File: src/rtl/shift_reg_ctrl.sv
// rtl/shift_reg_ctrl.sv - frame sequencer driving an external universal shift register
//
// Accepts parallel words over a valid/ready handshake, parallel-loads each
// word into the attached shift_reg and clocks it out LSB-first, DIV clock
// cycles per bit. Back-to-back frames are sent with no gap cycle.
//
// Optional feature: define SHIFT_REG_CTRL_PARITY_EN to append one even-parity
// bit (DIV cycles long) after the data bits of every frame.
//
// Ports:
//   clk, rst        clock, asynchronous active-high reset
//   in_valid        producer has a word
//   in_data [N]     word to send, sampled on accept
//   in_ready        block can accept (no path from in_valid)
//   sr_ctrl [2]     shift_reg.ctrl (00 hold, 01 shift right, 10 load)
//   sr_d [N]        shift_reg.d, pass-through of in_data
//   sr_s_in         shift_reg.s_in, constant 0 fill bit
//   sr_s_out        shift_reg.s_out, current LSB
//   ser_out         serial data bit
//   ser_valid       ser_out carries a frame bit
//   busy            frame in progress
//   done            high during the final cycle of each frame
module shift_reg_ctrl #(
  parameter int N   = 8,
  parameter int DIV = 1
) (
  input  logic         clk,
  input  logic         rst,
  input  logic         in_valid,
  input  logic [N-1:0] in_data,
  output logic         in_ready,
  output logic [1:0]   sr_ctrl,
  output logic [N-1:0] sr_d,
  output logic         sr_s_in,
  input  logic         sr_s_out,
  output logic         ser_out,
  output logic         ser_valid,
  output logic         busy,
  output logic         done
);

  localparam int BW = $clog2(N + 2);
  localparam int DW = (DIV > 1) ? $clog2(DIV) : 1;
  localparam logic [BW-1:0] BIT_LAST = BW'(N - 1);
  localparam logic [DW-1:0] DIV_LAST = DW'(DIV - 1);

  typedef enum logic [1:0] {
    IDLE  = 2'd0,
    SHIFT = 2'd1,
    PAR   = 2'd2
  } state_t;

  state_t          state;
  logic [BW-1:0]   bit_cnt;
  logic [DW-1:0]   div_cnt;
  logic            bit_end;
  logic            last_data_bit;
  logic            frame_end;
  logic            accept;

  assign bit_end       = (div_cnt == DIV_LAST);
  assign last_data_bit = (state == SHIFT) && bit_end && (bit_cnt == BIT_LAST);

`ifdef SHIFT_REG_CTRL_PARITY_EN
  logic parity;
  assign frame_end = (state == PAR) && bit_end;
`else
  assign frame_end = last_data_bit;
`endif

  // rst gates in_ready so nothing is accepted while reset is held.
  assign in_ready = !rst && ((state == IDLE) || frame_end);
  assign accept   = in_valid && in_ready;

  assign sr_d      = in_data;
  assign sr_s_in   = 1'b0;
  assign ser_valid = (state != IDLE);
  assign busy      = (state != IDLE);
  assign done      = frame_end;

  // Load on accept; shift only at bit ends that still have a data bit to
  // follow, so the register is never shifted past the last data bit.
  always_comb begin
    sr_ctrl = 2'b00;
    if (accept) begin
      sr_ctrl = 2'b10;
    end else if ((state == SHIFT) && bit_end && (bit_cnt < BIT_LAST)) begin
      sr_ctrl = 2'b01;
    end
  end

  always_comb begin
    ser_out = 1'b0;
    if (state == SHIFT) begin
      ser_out = sr_s_out;
    end
`ifdef SHIFT_REG_CTRL_PARITY_EN
    else if (state == PAR) begin
      ser_out = parity;
    end
`endif
  end

  always_ff @(posedge clk or posedge rst) begin
    if (rst) begin
      state   <= IDLE;
      bit_cnt <= '0;
      div_cnt <= '0;
`ifdef SHIFT_REG_CTRL_PARITY_EN
      parity  <= 1'b0;
`endif
    end else if (accept) begin
      // Covers both the IDLE accept and the zero-gap accept at frame end.
      state   <= SHIFT;
      bit_cnt <= '0;
      div_cnt <= '0;
`ifdef SHIFT_REG_CTRL_PARITY_EN
      parity  <= ^in_data;
`endif
    end else begin
      case (state)
        IDLE: begin
          div_cnt <= '0;
        end
        SHIFT: begin
          if (bit_end) begin
            div_cnt <= '0;
            bit_cnt <= bit_cnt + BW'(1);
            if (last_data_bit) begin
`ifdef SHIFT_REG_CTRL_PARITY_EN
              state <= PAR;
`else
              state <= IDLE;
`endif
            end
          end else begin
            div_cnt <= div_cnt + DW'(1);
          end
        end
`ifdef SHIFT_REG_CTRL_PARITY_EN
        PAR: begin
          if (bit_end) begin
            div_cnt <= '0;
            state   <= IDLE;
          end else begin
            div_cnt <= div_cnt + DW'(1);
          end
        end
`endif
        default: begin
          state <= IDLE;
        end
      endcase
    end
  end

  a_no_ctrl_11: assert property (@(posedge clk) disable iff (rst) sr_ctrl != 2'b11);

endmodule

File: config.mk
export PLATFORM = sky130hd
export DESIGN_NAME = shift_reg_ctrl
export DESIGN_NICKNAME = d
export VERILOG_FILES = /design/src/rtl/shift_reg_ctrl.sv
export SDC_FILE = /design/constraint.sdc
export NUM_CORES = 1
export LEC_CHECK = 0
export ABC_CLOCK_PERIOD_IN_PS = 1500
export BUFFER_PORTS_ARGS = -buffer_cell sky130_fd_sc_hd__buf_2
export CORE_AREA = 3 3 40 42
export DETAILED_ROUTE_END_ITERATION = 12
export DIE_AREA = 0 0 43 45
export HOLD_SLACK_MARGIN = 0.1
export RECOVER_POWER = 100
export SLEW_MARGIN = 0
export SYNTH_ARGS = -nofsm -noshare
export SYNTH_HDL_FRONTEND = slang
export SYNTH_SLANG_ARGS = --single-unit
File: constraint.sdc
create_clock -name clk -period 1.5 [get_ports clk]
set_clock_uncertainty 0.1 [all_clocks]
set_input_delay 0.15 -clock clk [delete_from_list [all_inputs] [get_ports clk]]
set_output_delay 0.15 -clock clk [all_outputs]
set_load 0.05 [all_outputs]
==> results of run 1 <==
==> through the flow <==
stage	total power, W	setup slack [ns]
floorplan	0.000894	0.0281
global placement	0.000958	0.0870
detailed placement	0.000958	0.0559
CTS	0.00127	-0.0499
global route	0.00136	-0.0998
finish	0.00126	-0.0454
==> registers in the layout, summed over array words and instances, names as in the netlist <==
register,flops
bit_cnt,4
state,1
==> layer usage <==
| metal | GRT usage (%) | up-vias |
|---|---|---|
| met5 | 0 | - |
| met4 | 5.42 | 0 |
| met3 | 3.19 | 0 |
| met2 | 10.8 | 8 |
| met1 | 9.05 | 120 |
| li1 | - | 133 |
==> area by class of cell <==
cell class | count | area [sq um]
Sequential cell | 5 | 126
Tap cell | 15 | 18.8
Inverter | 1 | 3.75
Clock buffer | 4 | 26.3
Timing Repair Buffer | 16 | 119
Fill cell | 129 | 793
Multi-Input combinational cell | 23 | 198
==> path summary, 6_finish.rpt <==
kind                            startpoint         end  slack [ns]  cells past startpoint
worst max-delay path            bit_cnt[0]    in_ready       -0.05                      5
max in group asynchronous              rst    state[0]        0.83                      3
min in group asynchronous              rst  bit_cnt[0]        0.29                      3
worst min-delay path            in_data[2]     sr_d[2]        0.20                      0
worst max register to register  bit_cnt[0]    state[0]        0.12                      5
worst min register to register  bit_cnt[3]  bit_cnt[3]        0.47                      2
==> critical path, stage by stage (launching register included) <==
cell      delay, ns
dfrtp_1        0.41
ha_4           0.17
nand3b_4       0.08
and2_4         0.17
nor2_4         0.07
buf_6          0.15
==> where the power goes <==
group          leakage (nW)  internal, W  switching (W)  total [W]
sequential           0.0594     0.000206      0.0000938   0.000299
combinational         0.167     0.000336       0.000482   0.000817
clock                0.0150     0.000100      0.0000476   0.000148
total                 0.241     0.000641       0.000623    0.00126
==> logic make-up after synthesis <==
kind of cell | after synthesis | synth area share (%)
adder cells (fa/ha/maj) | 1 | 3.46
other | 1 | 1.04
buffers and inverters | 13 | 25.3
AO/OA/AOI/OAI | 2 | 3.81
XOR/XNOR | 3 | 7.27
multiplexers | 1 | 2.77
AND/OR/NAND/NOR | 15 | 21.8
flip-flops | 5 | 34.6
==> placed cells by master, fill, tap and decap left out, drive strengths merged, types with 2 or more instances in the layout <==
master / Yosys / routed
buf: 12 / 11
clkbuf: 0 / 8
nand2b: 2 / 2
nand2: 2 / 2
dfrtp: 5 / 5
a21oi: 2 / 2
xor2: 2 / 2
and2: 2 / 2
nor2: 6 / 6
==> what timing repair did <==
action / 4_1_cts / 5_1_grt
buffers inserted: 2 / 0
resized for setup: 12 / 1
hold buffers: 1 / 0
endpoints found under the hold margin: 5 / 0
pin swaps: 1 / 1
setup endpoints to repair: 4 / 4
==> results.json, run 1 <==
{
  "wl_met1_microns": 277,
  "post-synth-top-count-cell": "buf_4",
  "status": "finished with violations",
  "violations": "negative setup slack",
  "die_h_microns": 45,
  "final_cells": 64,
  "routed_wl_microns": 612,
  "highest_layer": "met3",
  "cts.sinks": 5,
  "nets": 63,
  "yosys_warnings": 0,
  "layout_setup_ws_ns": -0.0454,
  "grt_overflow_total": 0,
  "period_minus_slack_ns": 1.55,
  "syn_avg_cell_area_sq_um": 8.82,
  "dieWidth_microns": 43,
  "clkSlewWorstSetupHoldPaths_ns": 0.04,
  "syn_inst": 41,
  "cts_tree": "yes",
  "via_count": 261,
  "first_pass_iters": 4,
  "ys_seq_area_share_pct": 34.6,
  "drv_cap": 0,
  "insertion_delay_ns": 0.23,
  "final_util_pct": 38.3,
  "fp.dieArea_sq_um": 1940,
  "cts-buffers-inserted": 3,
  "synth_edf_count": 0,
  "start_kind": "register",
  "ys_seq_elements": 5,
  "drive_above_1_share_pct": 53.1,
  "power_per_cell_area_nw_per_um2": 2570,
  "cp-end-kind": "output port",
  "path_class": "reg -> out",
  "dpl.hpwl_microns": 429,
  "holdWs_ns": 0.200,
  "hold_violations": 0,
  "synth_commonest_cells": "11 x buf_4, 6 x nor2_1, 5 x dfrtp_1",
  "remaining_drc_errors": 0,
  "cp.required_ns": 1.25,
  "path_max_fanout": 3,
  "drtIter0Drc": 1,
  "setup_viol": 4,
  "synth_area_leader_cell": "dfrtp_1",
  "wl_per_cell_microns": 9.56,
  "maxSlewViolCount": 0,
  "vias_per_cell": 4.08,
  "root_buffer": "clkbuf_4",
  "antenna_cells": 0,
  "synth.top_cells.by_area": "dfrtp_1 35%, buf_4 23%, nor2_1 6.2%, xor2_1 4.8%, and2_1 3.5%",
  "period_share_pct": 103,
  "grt_start_max_net_pins": 11,
  "grt_usage_pct": 7.53,
  "rsz0062_at_grt": "yes",
  "rows": 13,
  "synth-main-ff-cell": "dfrtp_1",
  "dr_wl_met2_microns": 291,
  "yosys.cell_types.count": 18,
  "min_path_type": "in -> out",
  "dr_wl_met3_microns": 43,
  "synth_fp_nets": 54,
  "area_growth_syn_to_layout_pct": 36.0,
  "numPortBuffers": 10,
  "fmax_mhz": 647,
  "postPlaceCellArea_sq_um": 393,
  "io_pins": 28,
  "syn-cell-area_sq_um": 362,
  "ir_drop_mv": 1.13,
  "arrival_ns": 1.30,
  "cts.htree.levels": 1,
  "ctsLongestPathBuffers": 2,
  "netlist.area_leader.share_pct": 34.6,
  "gp_congestion": 0.748,
  "post-place-cells": 57,
  "start_util_pct": 28.1,
  "ant_nets": 0,
  "final_area_sq_um": 492,
  "core-area_sq_um": 1280,
  "async_reset_ff_share_pct": 100,
  "grt_pass1_vias": 270,
  "antenna_found_initial": 0,
  "setup_tns_ns": -0.103,
  "grt_pass1_wl_microns": 1060,
  "leakagePower_nw": 0.241
}
Power figures use the tool's default switching activity.
==> inputs of run 2 (changes only) <==
- ABC_AREA: default -> 1
==> run 2 against run 1 <==
  * The run still ends with negative setup slack left
  * Power increased by 1.6%
  * Sequential cell count unchanged
  * Register-to-register slack about the same
  * Largest cell class unchanged
  * Highest routed layer is now met4
==> results.json, run 2 <==
{
  "insertion_delay_ns": 0.25,
  "period_minus_slack_ns": 1.58,
  "drive_above_1_share_pct": 43.1,
  "cp.depth": 6,
  "layout_commonest_cell": "nand2_1",
  "path_max_fanout": 3,
  "grt_pass1_wl_microns": 1260,
  "numPortBuffers": 10,
  "root_buffer": "clkbuf_4",
  "dr_wl_met3_microns": 81,
  "critPathSlowestCell": "dfrtp_1",
  "synth_fp_nets": 67,
  "highest_layer": "met4",
  "synth-main-ff-cell": "dfrtp_1",
  "period_share_pct": 105,
  "grt_usage_pct": 9.20,
  "largest_reg_flops": 4,
  "wl_per_cell_microns": 11.2,
  "ant_nets": 0,
  "first_pass_iters": 4,
  "syn-cell-area_sq_um": 389,
  "synth_edf_count": 0,
  "min_path_type": "in -> out",
  "area_growth_syn_to_layout_pct": 33.4,
  "cts.htree.levels": 1,
  "dr_wl_met2_microns": 488,
  "final_cells": 80,
  "drv_cap": 0,
  "cp-end-kind": "output port",
  "die_h_microns": 45,
  "cpPeakStageDelay_ns": 0.36,
  "leakagePower_nw": 0.293,
  "syn_avg_cell_area_sq_um": 7.21,
  "antenna_found_initial": 0,
  "core-area_sq_um": 1280,
  "cp.required_ns": 1.25,
  "antenna_cells": 0,
  "path_cells": "ha_2 -> nand3_2 -> nand2_4 -> nand2_4 -> nor2_4 -> buf_8",
  "arrival_ns": 1.33,
  "dieWidth_microns": 43,
  "rows": 13,
  "netlist.area_leader.share_pct": 32.2,
  "wl_met1_microns": 298,
  "start_kind": "register",
  "gp_congestion": 0.710,
  "maxSlewViolCount": 0,
  "status": "finished with violations",
  "worst-path-buf-inv": 1,
  "cpMostUsedCell": "nand2_4",
  "top_register": "bit_cnt",
  "io_pins": 28,
  "ctsLongestPathBuffers": 2,
  "power_per_cell_area_nw_per_um2": 2470,
  "ys_seq_area_share_pct": 32.2,
  "ys_seq_elements": 5,
  "dpl.hpwl_microns": 491,
  "fmax_mhz": 632,
  "syn_inst": 54,
  "violations": "negative setup slack",
  "cts_tree": "yes",
  "fp.dieArea_sq_um": 1940,
  "post-place-cells": 70,
  "via_count": 339,
  "grt_pass1_vias": 316,
  "yosys.cell_types.count": 16,
  "synth.top_cells.by_area": "dfrtp_1 32%, buf_4 21%, nand2_1 11%, inv_1 9.6%, nor2_1 4.8%",
  "rsz0062_at_grt": "yes",
  "path_class": "reg -> out",
  "start_util_pct": 30.3,
  "r2r_cells": 8,
  "setup_viol": 3,
  "cp_top_family": "simple AND/OR/NAND/NOR gates",
  "async_reset_ff_share_pct": 100,
  "layout_common_cells": "11 x nand2_1, 10 x inv_1, 6 x buf_2, 6 x buf_4, 4 x dfrtp_1",
  "routed_wl_microns": 894,
  "synth_area_leader_cell": "dfrtp_1",
  "clkSlewWorstSetupHoldPaths_ns": 0.04,
  "hold_violations": 0,
  "layout_setup_ws_ns": -0.0813,
  "power.total_w": 0.00128,
  "remaining_drc_errors": 0,
  "yosys_warnings": 0,
  "nets": 79,
  "cts.sinks": 5,
  "largestRegisters": "bit_cnt (4), state (1)",
  "synth_commonest_cells": "11 x buf_4, 11 x nand2_1, 10 x inv_1",
  "hold_depth": 0,
  "drtIter0Drc": 4,
  "grt_overflow_total": 0,
  "ir_drop_mv": 0.530,
  "cts-buffers-inserted": 3,
  "vias_per_cell": 4.24,
  "grt_start_max_net_pins": 10
}
run 2: cell types whose count changed after synthesis, sizes merged, moves of 2 or more:
| cell | change |
|---|---|
| a21oi | -2 |
| and2 | -2 |
| inv | +9 |
| nand2 | +11 |
| nand2b | -2 |
| nand3 | +2 |
| o21ai | +2 |
run 2: report_power, final:
group	switching [W]	leakage, nW	internal [W]	total [W]
combinational	0.000520	0.219	0.000319	0.000839
sequential	0.0000786	0.0588	0.000206	0.000284
clock	0.0000604	0.0150	0.000101	0.000161
total	0.000659	0.293	0.000626	0.00128
run 2: cells by family after synthesis:
kind of cell / count (synthesis) / synth area share (%)
other: 1 / 0.964
AO/OA/AOI/OAI: 2 / 2.57
buffers and inverters: 22 / 31.8
AND/OR/NAND/NOR: 22 / 27.0
XOR/XNOR: 1 / 2.25
adder cells (fa/ha/maj): 1 / 3.21
flip-flops: 5 / 32.2
run 2: stage by stage:
stage	utilization [%]	setup slack [ns]	setup TNS, ns	area (sq um)	hold WS [ns]
2_1_floorplan	-	0.0648	0	395	-0.140
3_3_place_gp	30.9	0.0707	0	397	0.0473
3_5_place_dp	30.9	0.0774	0	397	0.0519
4_1_cts	37.7	-0.0753	-0.141	484	0.201
5_1_grt	40.4	-0.141	-0.322	519	0.200
6_report	40.4	-0.0813	-0.159	519	0.200
run 2: layer usage:
layer	global-route usage, %	up-vias
met5	0	-
met1	8.29	152
met2	16.8	17
met4	7.23	0
met3	3.19	3
li1	-	167
run 2: worst register-to-register path, stage by stage, from the launching register on:
cell and delay (ns):
dfrtp_1 0.36, ha_2 0.19, nand3_2 0.10, nand2_4 0.10, buf_4 0.11, buf_4 0.10, nand3_2 0.09, nand2_1 0.07
inv_1 0.04
run 2: final cells by class:
type                    count  area, sq um
fillers                   130          766
multi-input cells          27          163
repair buffers             18          144
flip-flops and latches      5          126
inverters                  11         41.3
clock buffers               4         26.3
well taps                  15         18.8
run 2: repair_timing:
| action | 4_1_cts | 5_1_grt |
|---|---|---|
| pin swaps | 3 | 4 |
| endpoints found under the setup margin | 3 | 4 |
| endpoints found under the hold margin | 6 | 0 |
| hold buffers | 2 | 0 |
| resized for setup | 8 | 6 |
| setup buffers | 2 | 2 |
run 2: worst paths after layout:
kind                             from          to  slack [ns]
min                        in_data[0]     sr_d[0]        0.20
min in group asynchronous         rst  bit_cnt[3]        0.40
max reg2reg                bit_cnt[1]  bit_cnt[1]        0.13
max in group asynchronous         rst    state[0]        0.77
min reg2reg                bit_cnt[3]  bit_cnt[3]        0.53
max                        bit_cnt[1]  sr_ctrl[1]       -0.08
==> inputs of run 3 (changes only) <==
- PLACE_DENSITY: default -> 0.64
==> run 3 against run 2 <==
  * The flow still finishes with violations (negative setup slack)
  * Power down 3.1%
  * Cell count down 1.3%
  * Sequential cell count unchanged
  * Worst setup slack better by 0.043 ns
  * Wire length down 8.8%
  * Critical path depth unchanged
  * Global-route usage up 1.6 points
  * Core utilization down 0.78 points
  * Via count down 3.8%
  * Final area down 1.9%
  * Largest cell class unchanged
  * Largest power group unchanged
==> results.json, run 3 (synthesis gave the netlist of run 2 again) <==
{
  "insertion_delay_ns": 0.24,
  "fmax_mhz": 650,
  "power_per_cell_area_nw_per_um2": 2440,
  "r2r_start": "bit_cnt[0]",
  "dp_slack_ns": 0.0729,
  "largest_reg_flops": 4,
  "vias_per_cell": 4.13,
  "path_class": "reg -> out",
  "critPathSlowestCell": "dfrtp_1",
  "layout_commonest_cell": "nand2_1",
  "rows": 13,
  "seq_area_sq_um": 126,
  "core-area_sq_um": 1280,
  "gp_congestion": 0.797,
  "period_minus_slack_ns": 1.54,
  "post-place-cells": 69,
  "violations": "negative setup slack",
  "grt_overflow_total": 0,
  "start_util_pct": 30.3,
  "min-delay-start": "in_valid",
  "nets": 78,
  "drive_above_1_share_pct": 45.3,
  "die_h_microns": 45,
  "crit_path_start": "bit_cnt[0]",
  "area_growth_syn_to_layout_pct": 30.9,
  "layout_setup_ws_ns": -0.0380,
  "dieWidth_microns": 43,
  "cts.htree.levels": 1,
  "grt_pass1_vias": 330,
  "fillers": 142,
  "start_kind": "register",
  "holdWs_ns": 0.130,
  "via_count": 326,
  "antenna_found_initial": 0,
  "ir_drop_mv": 0.563,
  "final_cells": 79,
  "io_pins": 28,
  "grt_pass1_wl_microns": 1420,
  "clkSlewWorstSetupHoldPaths_ns": 0.04,
  "ctsLongestPathBuffers": 2,
  "cts.sinks": 5,
  "cts-buffers-inserted": 3,
  "maxSlewViolCount": 0,
  "dpl.hpwl_microns": 546,
  "rsz0062_at_grt": "yes",
  "antenna_cells": 0,
  "arrival_ns": 1.29,
  "setup_viol": 1,
  "cpMostUsedCell": "nand2_4",
  "drtIter0Drc": 4,
  "numPortBuffers": 10,
  "status": "finished with violations",
  "wl_per_cell_microns": 10.3,
  "layout_common_cells": "11 x nand2_1, 9 x inv_1, 7 x buf_4, 5 x buf_2, 4 x dfrtp_1",
  "drv_cap": 0,
  "first_pass_iters": 4,
  "multi_input_area_sq_um": 163,
  "period_share_pct": 103,
  "cts_tree": "yes",
  "leakagePower_nw": 0.288,
  "cp.required_ns": 1.25,
  "ant_nets": 0,
  "grt_usage_pct": 10.8,
  "root_buffer": "clkbuf_4",
  "largestRegisters": "bit_cnt (4), state (1)",
  "fp.dieArea_sq_um": 1940,
  "min_path_type": "in -> reg",
  "final_util_pct": 39.6,
  "grt_start_max_net_pins": 10,
  "cpPeakStageDelay_ns": 0.35,
  "cp-end-kind": "output port",
  "path_max_fanout": 3,
  "remaining_drc_errors": 0,
  "path_cells": "ha_2 -> nand3_2 -> nand2_4 -> nand2_4 -> nor2_4 -> buf_8",
  "top_register": "bit_cnt",
  "routed_wl_microns": 815,
  "hold_violations": 0
}
[run 3: changes by cell type in the layout (fill, tap and decap cells not counted), sizes merged]
| cell | change |
|---|---|
| buf | -1 |
| clkbuf | +1 |
| dlygate4sd3 | -1 |
[run 3: worst max-delay path: cells and delay by family (launching register included)]
family	cells	cell delay, ns
adder cells (fa/ha/maj)	1	0.19
AND/OR/NAND/NOR	4	0.35
flip-flops	1	0.35
buffers and inverters	1	0.16
[run 3: per-layer routing]
| layer | GRT usage, % | vias to the layer above | share of wire, % |
|---|---|---|---|
| met3 | 3.19 | 2 | 8.8 |
| met5 | 0 | - | 0 |
| met2 | 15.9 | 13 | 56 |
| met4 | 13.3 | 0 | 1.7 |
| met1 | 11.3 | 146 | 34 |
| li1 | - | 165 | - |
[run 3: worst paths after layout]
path,end,slack [ns],cells after the start
setup / recovery,sr_ctrl[1],-0.04,6
hold / removal,state[0],0.13,3
setup reg to reg,bit_cnt[3],0.14,8
hold reg to reg,bit_cnt[3],0.53,3
max in group asynchronous,state[0],0.77,4
min in group asynchronous,bit_cnt[2],0.40,4
[run 3: per-stage QoR]
stage	setup TNS [ns]	area (sq um)	total power, W
3_5_place_dp	0	389	0.000923
6_report	-0.0380	509	0.00124
3_3_place_gp	0	389	0.000910
4_1_cts	-0.102	470	0.00118
5_1_grt	-0.178	509	0.00137
2_1_floorplan	0	395	0.000869
[run 3: timing repair]
item                       CTS  global route
pin swaps                    5             4
hold buffers                 1             0
resized for setup            7             8
hold endpoints to repair     5             0
buffers inserted             3             2
setup endpoints to repair    3             4
[run 3: power breakdown]
part | switching [W] | internal (W) | total (W)
clock | 0.0000518 | 0.000100 | 0.000152
combinational | 0.000512 | 0.000295 | 0.000807
sequential | 0.0000800 | 0.000206 | 0.000286
total | 0.000644 | 0.000601 | 0.00124
[run 3: cell type report]
type                    count  area share, %
flip-flops and latches      5           24.8
inverters                  11           8.11
well taps                  15           3.69
repair buffers             17           26.3
clock buffers               4           5.16
multi-input cells          27           31.9
